## src/rtl/rst_seq.sv

```systemverilog
// Reset sequencer: holds three downstream reset domains in reset after any
// reset cause, waits for a filtered PLL lock, then releases the domains one
// at a time (bit 0 first, bit 2 last) with a fixed stagger between them.
module rst_seq #(
  parameter int STRETCH_CYC = 16,
  parameter int LOCK_FILTER = 4,
  parameter int STAGGER_CYC = 8
) (
  input  logic       i_in_clk,
  input  logic       i_rst_async_n,
  input  logic       i_pll_locked,
  input  logic       i_soft_rst_req,
  output logic [2:0] o_rst_out,
  output logic       o_soft_rst_ack,
  output logic       o_rst_done
);

  // One shared counter serves every timed state, so size it for the largest period.
  localparam int MAX_AB  = (STRETCH_CYC > LOCK_FILTER) ? STRETCH_CYC : LOCK_FILTER;
  localparam int MAX_CYC = (MAX_AB > STAGGER_CYC) ? MAX_AB : STAGGER_CYC;
  localparam int CNT_W   = $clog2(MAX_CYC + 1);

  localparam logic [CNT_W-1:0] STRETCH_LAST = CNT_W'(STRETCH_CYC - 1);
  localparam logic [CNT_W-1:0] LOCK_LAST    = CNT_W'(LOCK_FILTER - 1);
  localparam logic [CNT_W-1:0] STAGGER_LAST = CNT_W'(STAGGER_CYC - 1);

  typedef enum logic [2:0] {
    ST_ASSERT    = 3'd0,
    ST_WAIT_LOCK = 3'd1,
    ST_REL0      = 3'd2,
    ST_REL1      = 3'd3,
    ST_RUN       = 3'd4
  } state_t;

  logic             lock_meta_reg;
  logic             lock_s_reg;
  logic             req_samp_reg;
  logic             req_prev_reg;
  logic             req_rise;

  state_t           state_reg;
  state_t           state_next;
  logic [CNT_W-1:0] cnt_reg;
  logic [CNT_W-1:0] cnt_next;
  logic [2:0]       rst_out_reg;
  logic [2:0]       rst_out_next;
  logic             ack_reg;
  logic             ack_next;
  logic             done_reg;
  logic             done_next;

  // Two-flop synchronizer for the asynchronous PLL lock.
  always_ff @(posedge i_in_clk or negedge i_rst_async_n) begin
    if (!i_rst_async_n) begin
      lock_meta_reg <= 1'b0;
      lock_s_reg    <= 1'b0;
    end else begin
      lock_meta_reg <= i_pll_locked;
      lock_s_reg    <= lock_meta_reg;
    end
  end

  // Sample the soft request, then keep a delayed copy for rising-edge detection.
  always_ff @(posedge i_in_clk or negedge i_rst_async_n) begin
    if (!i_rst_async_n) begin
      req_samp_reg <= 1'b0;
      req_prev_reg <= 1'b0;
    end else begin
      req_samp_reg <= i_soft_rst_req;
      req_prev_reg <= req_samp_reg;
    end
  end

  // A held request only counts once; a new one needs a low sample in between.
  assign req_rise = req_samp_reg & ~req_prev_reg;

  // State, counter and registered outputs; reset forces all domains into reset.
  always_ff @(posedge i_in_clk or negedge i_rst_async_n) begin
    if (!i_rst_async_n) begin
      state_reg   <= ST_ASSERT;
      cnt_reg     <= '0;
      rst_out_reg <= 3'b111;
      ack_reg     <= 1'b0;
      done_reg    <= 1'b0;
    end else begin
      state_reg   <= state_next;
      cnt_reg     <= cnt_next;
      rst_out_reg <= rst_out_next;
      ack_reg     <= ack_next;
      done_reg    <= done_next;
    end
  end

  // Next-state logic; outputs are decoded from the next state so they change
  // on the same edge as the state they belong to.
  always_comb begin
    state_next = state_reg;
    cnt_next   = cnt_reg;

    if (req_rise) begin
      // Soft request wins over everything and also covers a coincident lock loss.
      state_next = ST_ASSERT;
      cnt_next   = '0;
    end else begin
      case (state_reg)
        ST_ASSERT: begin
          // Lock is deliberately ignored while stretching.
          if (cnt_reg == STRETCH_LAST) begin
            state_next = ST_WAIT_LOCK;
            cnt_next   = '0;
          end else begin
            cnt_next = cnt_reg + 1'b1;
          end
        end
        ST_WAIT_LOCK: begin
          // Count consecutive lock-high cycles; any low cycle restarts the filter.
          if (!lock_s_reg) begin
            cnt_next = '0;
          end else if (cnt_reg == LOCK_LAST) begin
            state_next = ST_REL0;
            cnt_next   = '0;
          end else begin
            cnt_next = cnt_reg + 1'b1;
          end
        end
        ST_REL0: begin
          if (!lock_s_reg) begin
            state_next = ST_ASSERT;
            cnt_next   = '0;
          end else if (cnt_reg == STAGGER_LAST) begin
            state_next = ST_REL1;
            cnt_next   = '0;
          end else begin
            cnt_next = cnt_reg + 1'b1;
          end
        end
        ST_REL1: begin
          if (!lock_s_reg) begin
            state_next = ST_ASSERT;
            cnt_next   = '0;
          end else if (cnt_reg == STAGGER_LAST) begin
            state_next = ST_RUN;
            cnt_next   = '0;
          end else begin
            cnt_next = cnt_reg + 1'b1;
          end
        end
        ST_RUN: begin
          cnt_next = '0;
          if (!lock_s_reg) begin
            state_next = ST_ASSERT;
          end
        end
        default: begin
          state_next = ST_ASSERT;
          cnt_next   = '0;
        end
      endcase
    end
  end

  // Output decode: release order is fixed by the state order, so the bits can
  // only fall 0 -> 1 -> 2 and always rise together on re-entry to ASSERT.
  always_comb begin
    rst_out_next = 3'b111;
    done_next    = 1'b0;
    ack_next     = req_rise;
    case (state_next)
      ST_REL0: rst_out_next = 3'b110;
      ST_REL1: rst_out_next = 3'b100;
      ST_RUN: begin
        rst_out_next = 3'b000;
        done_next    = 1'b1;
      end
      default: rst_out_next = 3'b111;
    endcase
  end

  assign o_rst_out      = rst_out_reg;
  assign o_soft_rst_ack = ack_reg;
  assign o_rst_done     = done_reg;

endmodule

```

## config.mk

```make
export PLATFORM = sky130hd
export DESIGN_NAME = rst_seq
export DESIGN_NICKNAME = d
export VERILOG_FILES = /design/src/rtl/rst_seq.sv
export SDC_FILE = /design/constraint.sdc
export NUM_CORES = 1
export LEC_CHECK = 0
export ABC_AREA = 1
export CAP_MARGIN = 20
export CORE_MARGIN = 2
export CORE_UTILIZATION = 25
export DETAILED_ROUTE_END_ITERATION = 10
export PLACE_DENSITY_LB_ADDON = 0.2
export SLEW_MARGIN = 40
export SYNTH_ARGS = -nofsm -noshare
export SYNTH_HDL_FRONTEND = slang
export SYNTH_SLANG_ARGS = --single-unit
```

## constraint.sdc

```tcl
create_clock -name i_in_clk -period 1.51 [get_ports i_in_clk]
set_clock_uncertainty 0.15 [all_clocks]
set_input_delay 0.302 -clock i_in_clk [delete_from_list [all_inputs] [get_ports i_in_clk]]
set_output_delay 0.302 -clock i_in_clk [all_outputs]
set_load 0.02 [all_outputs]
```

==> summary.md <==
| Metric | Value |
|---|---|
| Status | complete, but fails checks |
| Failing checks | setup timing |
| Die height | 62.6 um |
| Seq cells post-synth | 17 |
| Worst slew pin tran | 0.351 ns |
| Largest register FFs | 5 |
| Reg2reg end | o_rst_out[0]$_DFF_PN1_ |
| Antenna violations before repair | 0 |
| HPWL Detailed | 1220 um |
| Hold_buf cts | 0 |
| Mapped Nets | 108 |
| Clk_lat worst skew | 0.30 ns |
| CTS tree | done |
| Peak VDD IR | 0.000445 V |
| CP peak stage delay | 0.41 ns |
| Max-cap violation count | 0 |
| FF/Latch Area | 429 um2 |
| FF-to-FF Start | cnt_reg[1]$_DFF_PN0_ |
| Antenna-violating nets left | 0 |
| Reg-to-reg setup timing slack | -0.02 ns |
| CTS Root Cell | clkbuf_4 |
| Layout cells sized above 1 | 40.8% |
| Setup violation total in the final timing report | 3 |
| Htree depth | 1 |
| Vias post-DR | 678 |
| Worst Slack Setup Final | -0.0237 ns |
| Met2 GRT Util | 18.5% |
| Cell Pwr Density | 1070 nW/um2 |
| CP max-delay cell | dfrtp_1 |
| Vias per cell | 4.08 |
| Clock Path Buffers | 2 |
| Worst-path clk slew | 0.11 ns |
| Fin crit share | 102% |
| Top cell by count, worst path | inv_2 |
| WS Path Type | reg2reg |
| Fin crit period | 1.53 ns |
| Syn Area/Cell | 8.49 um2 |
| Worst path top cell family by delay | flip-flops |
| First-pass iteration count of the detailed router | 4 |
| Register area share after synthesis | 50.1% |
| CP Capture Type | flip-flop |
| Reg2Reg Depth | 9 |
| Vias in the first global route | 779 |
| Drt first-iter violations | 12 |
| Met1 Resource Use GR | 11.5% |
| Max-slew violations | 0 |
| N_diodes | 0 |
| Warnings from Yosys | 0 |
| WP buf/inv | 3 |
| Ports | 9 |
| CTS buffer count | 3 |
| Layout fillers | 361 |
| WP data arrival | 1.63 ns |
| TNS Setup | -0.0461 ns |
| Hold Path Class | in2async |
| Starting Density | 25.9% |
| Fmax | 652 MHz |
| Rows | 21 |
| Crit-path cells | ha_4 -> nand2_4 -> buf_6 -> nor2_4 -> nand3_2 -> a21oi_4 -> inv_2 -> nand2_2 -> inv_2 |
| Die Wd | 62.6 um |
| Area of the multi-input gates | 443 um2 |
| Mapped cell area | 857 um2 |
| First-pass GRT wire length | 3270 um |
| Netlist cell types | 16 |
| DRC Markers | 0 |
| Hold violation total from the final report | 0 |
| Worst hold margin | 0.163 ns |
| Wire per inst | 10.8 um |
| Worst slew margin | 76.5% |
| Worst-path fanout max | 3 |
| GPL Wtd Cong | 0.807 |
| Die area | 3910 um2 |
| Final instance area | 1180 um2 |
| Required @ worst endpoint | 1.61 ns |
| Final nets | 128 |
| GRT Util Overall | 10.7% |
| Unrepaired setup endpoints after global routing | true |
| Cell area after placement | 1050 um2 |
| Congestion Overflow GR | 0 |
| Startpoint Class | flip-flop |
| Clock sink count | 17 |
| Mapped Cells | 101 |
| Core region area | 3310 um2 |
| Pin count of the biggest net entering global routing | 18 |
| Busiest grt layer | met2 |
| Lkg Pwr | 0.550 nW |
| Final WL | 1790 um |
| Met3 global-route usage | 3.06% |
| Area grow syn2layout | 37.4% |
| Number of I/O port buffers | 8 |
==> cell type report <==
type	count	area share, %
sequential	17	36.5
inverter	24	8.08
multi-input combinational	60	37.6
clock inverter	1	0.638
clock buffer	3	1.91
timing repair buffer	15	10.4
tap	46	4.89
==> worst reg2reg max path, delay by kind of cell, from the launching register on <==
kind	cells	cell delay, ns
fa+ha+maj	1	0.17
simple gates	4	0.33
compound gates	1	0.20
flops	1	0.41
buf+inv	3	0.23
==> cells in the mapped netlist <==
cell / count / area [um2]
ha_1: 3 / 37.5
nor2_4: 2 / 22.5
inv_1: 21 / 78.8
dfstp_2: 3 / 78.8
nand3_1: 10 / 50.1
inv_2: 3 / 11.3
nor2_2: 2 / 12.5
a21oi_1: 3 / 15.0
dfrtp_1: 14 / 350
nand4_1: 3 / 18.8
xor2_1: 1 / 8.76
nand2_2: 5 / 31.3
a21oi_4: 1 / 16.3
nand3_2: 2 / 20.0
nand2_1: 14 / 52.6
nor2_1: 14 / 52.6
==> worst max path at each step <==
stage,from,endpoint,slack [ns],depth (start not counted)
6_report,cnt_reg[1]$_DFF_PN0_,o_rst_out[0]$_DFF_PN1_,-0.02,9
5_1_grt,cnt_reg[1]$_DFF_PN0_,o_rst_out[1]$_DFF_PN1_,-0.12,10
4_1_cts,cnt_reg[0]$_DFF_PN0_,o_rst_out[0]$_DFF_PN1_,-0.009,9
3_5_place_dp,cnt_reg[1]$_DFF_PN0_,cnt_reg[1]$_DFF_PN0_,-0.06,9
3_3_place_gp,o_rst_out[1]$_DFF_PN1_,o_rst_out[1],-0.04,1
2_1_floorplan,cnt_reg[0]$_DFF_PN0_,cnt_reg[4]$_DFF_PN0_,0.01,9
==> cell families after synthesis <==
group	share of synthesized area [%]
simple gates	30.4
flops	50.1
buf+inv	10.5
fa+ha+maj	4.38
compound gates	3.65
xor+xnor	1.02
==> repair_timing <==
action / in CTS / in global routing
pin swaps: 11 / 9
setup endpoints to repair: 13 / 11
gates resized for setup: 28 / 12
endpoints found under the hold margin: 0 / 0
setup buffers: 2 / 0
==> layer usage <==
layer	routed length, um	share of wire (%)	vias up
met5	0	0	-
met3	68	3.8	2
met4	23	1.3	0
met1	769	43	320
li1	-	-	345
met2	924	52	11
==> power breakdown <==
group / switching, W / total, W / internal (W)
clock: 0.000161 / 0.000262 / 0.000101
combinational: 0.000236 / 0.000411 / 0.000175
sequential: 0.0000703 / 0.000581 / 0.000511
==> placed cells by master (no fill, tap or decap), drive strengths merged <==
cell           count
clkbuf             3
nand2             19
nor2              18
ha                 3
a21oi              4
inv               24
dlygate4sd2        2
dfstp              3
buf               10
nand4              3
nand3             12
dfrtp             14
clkinvlp           1
xor2               1
clkdlybuf4s50      3
==> stage by stage <==
step	util, %	setup slack [ns]	power [W]	std cells
3_3_place_gp	31.7	-0.0374	0.000894	160
4_1_cts	34.2	-0.00947	0.00122	166
6_report	35.6	-0.0237	0.00125	166
5_1_grt	35.6	-0.117	0.00135	166
3_5_place_dp	31.7	-0.0643	0.000903	160
2_1_floorplan	-	0.0134	0.000791	101
No activity file was read; power rests on OpenSTA's default activity.
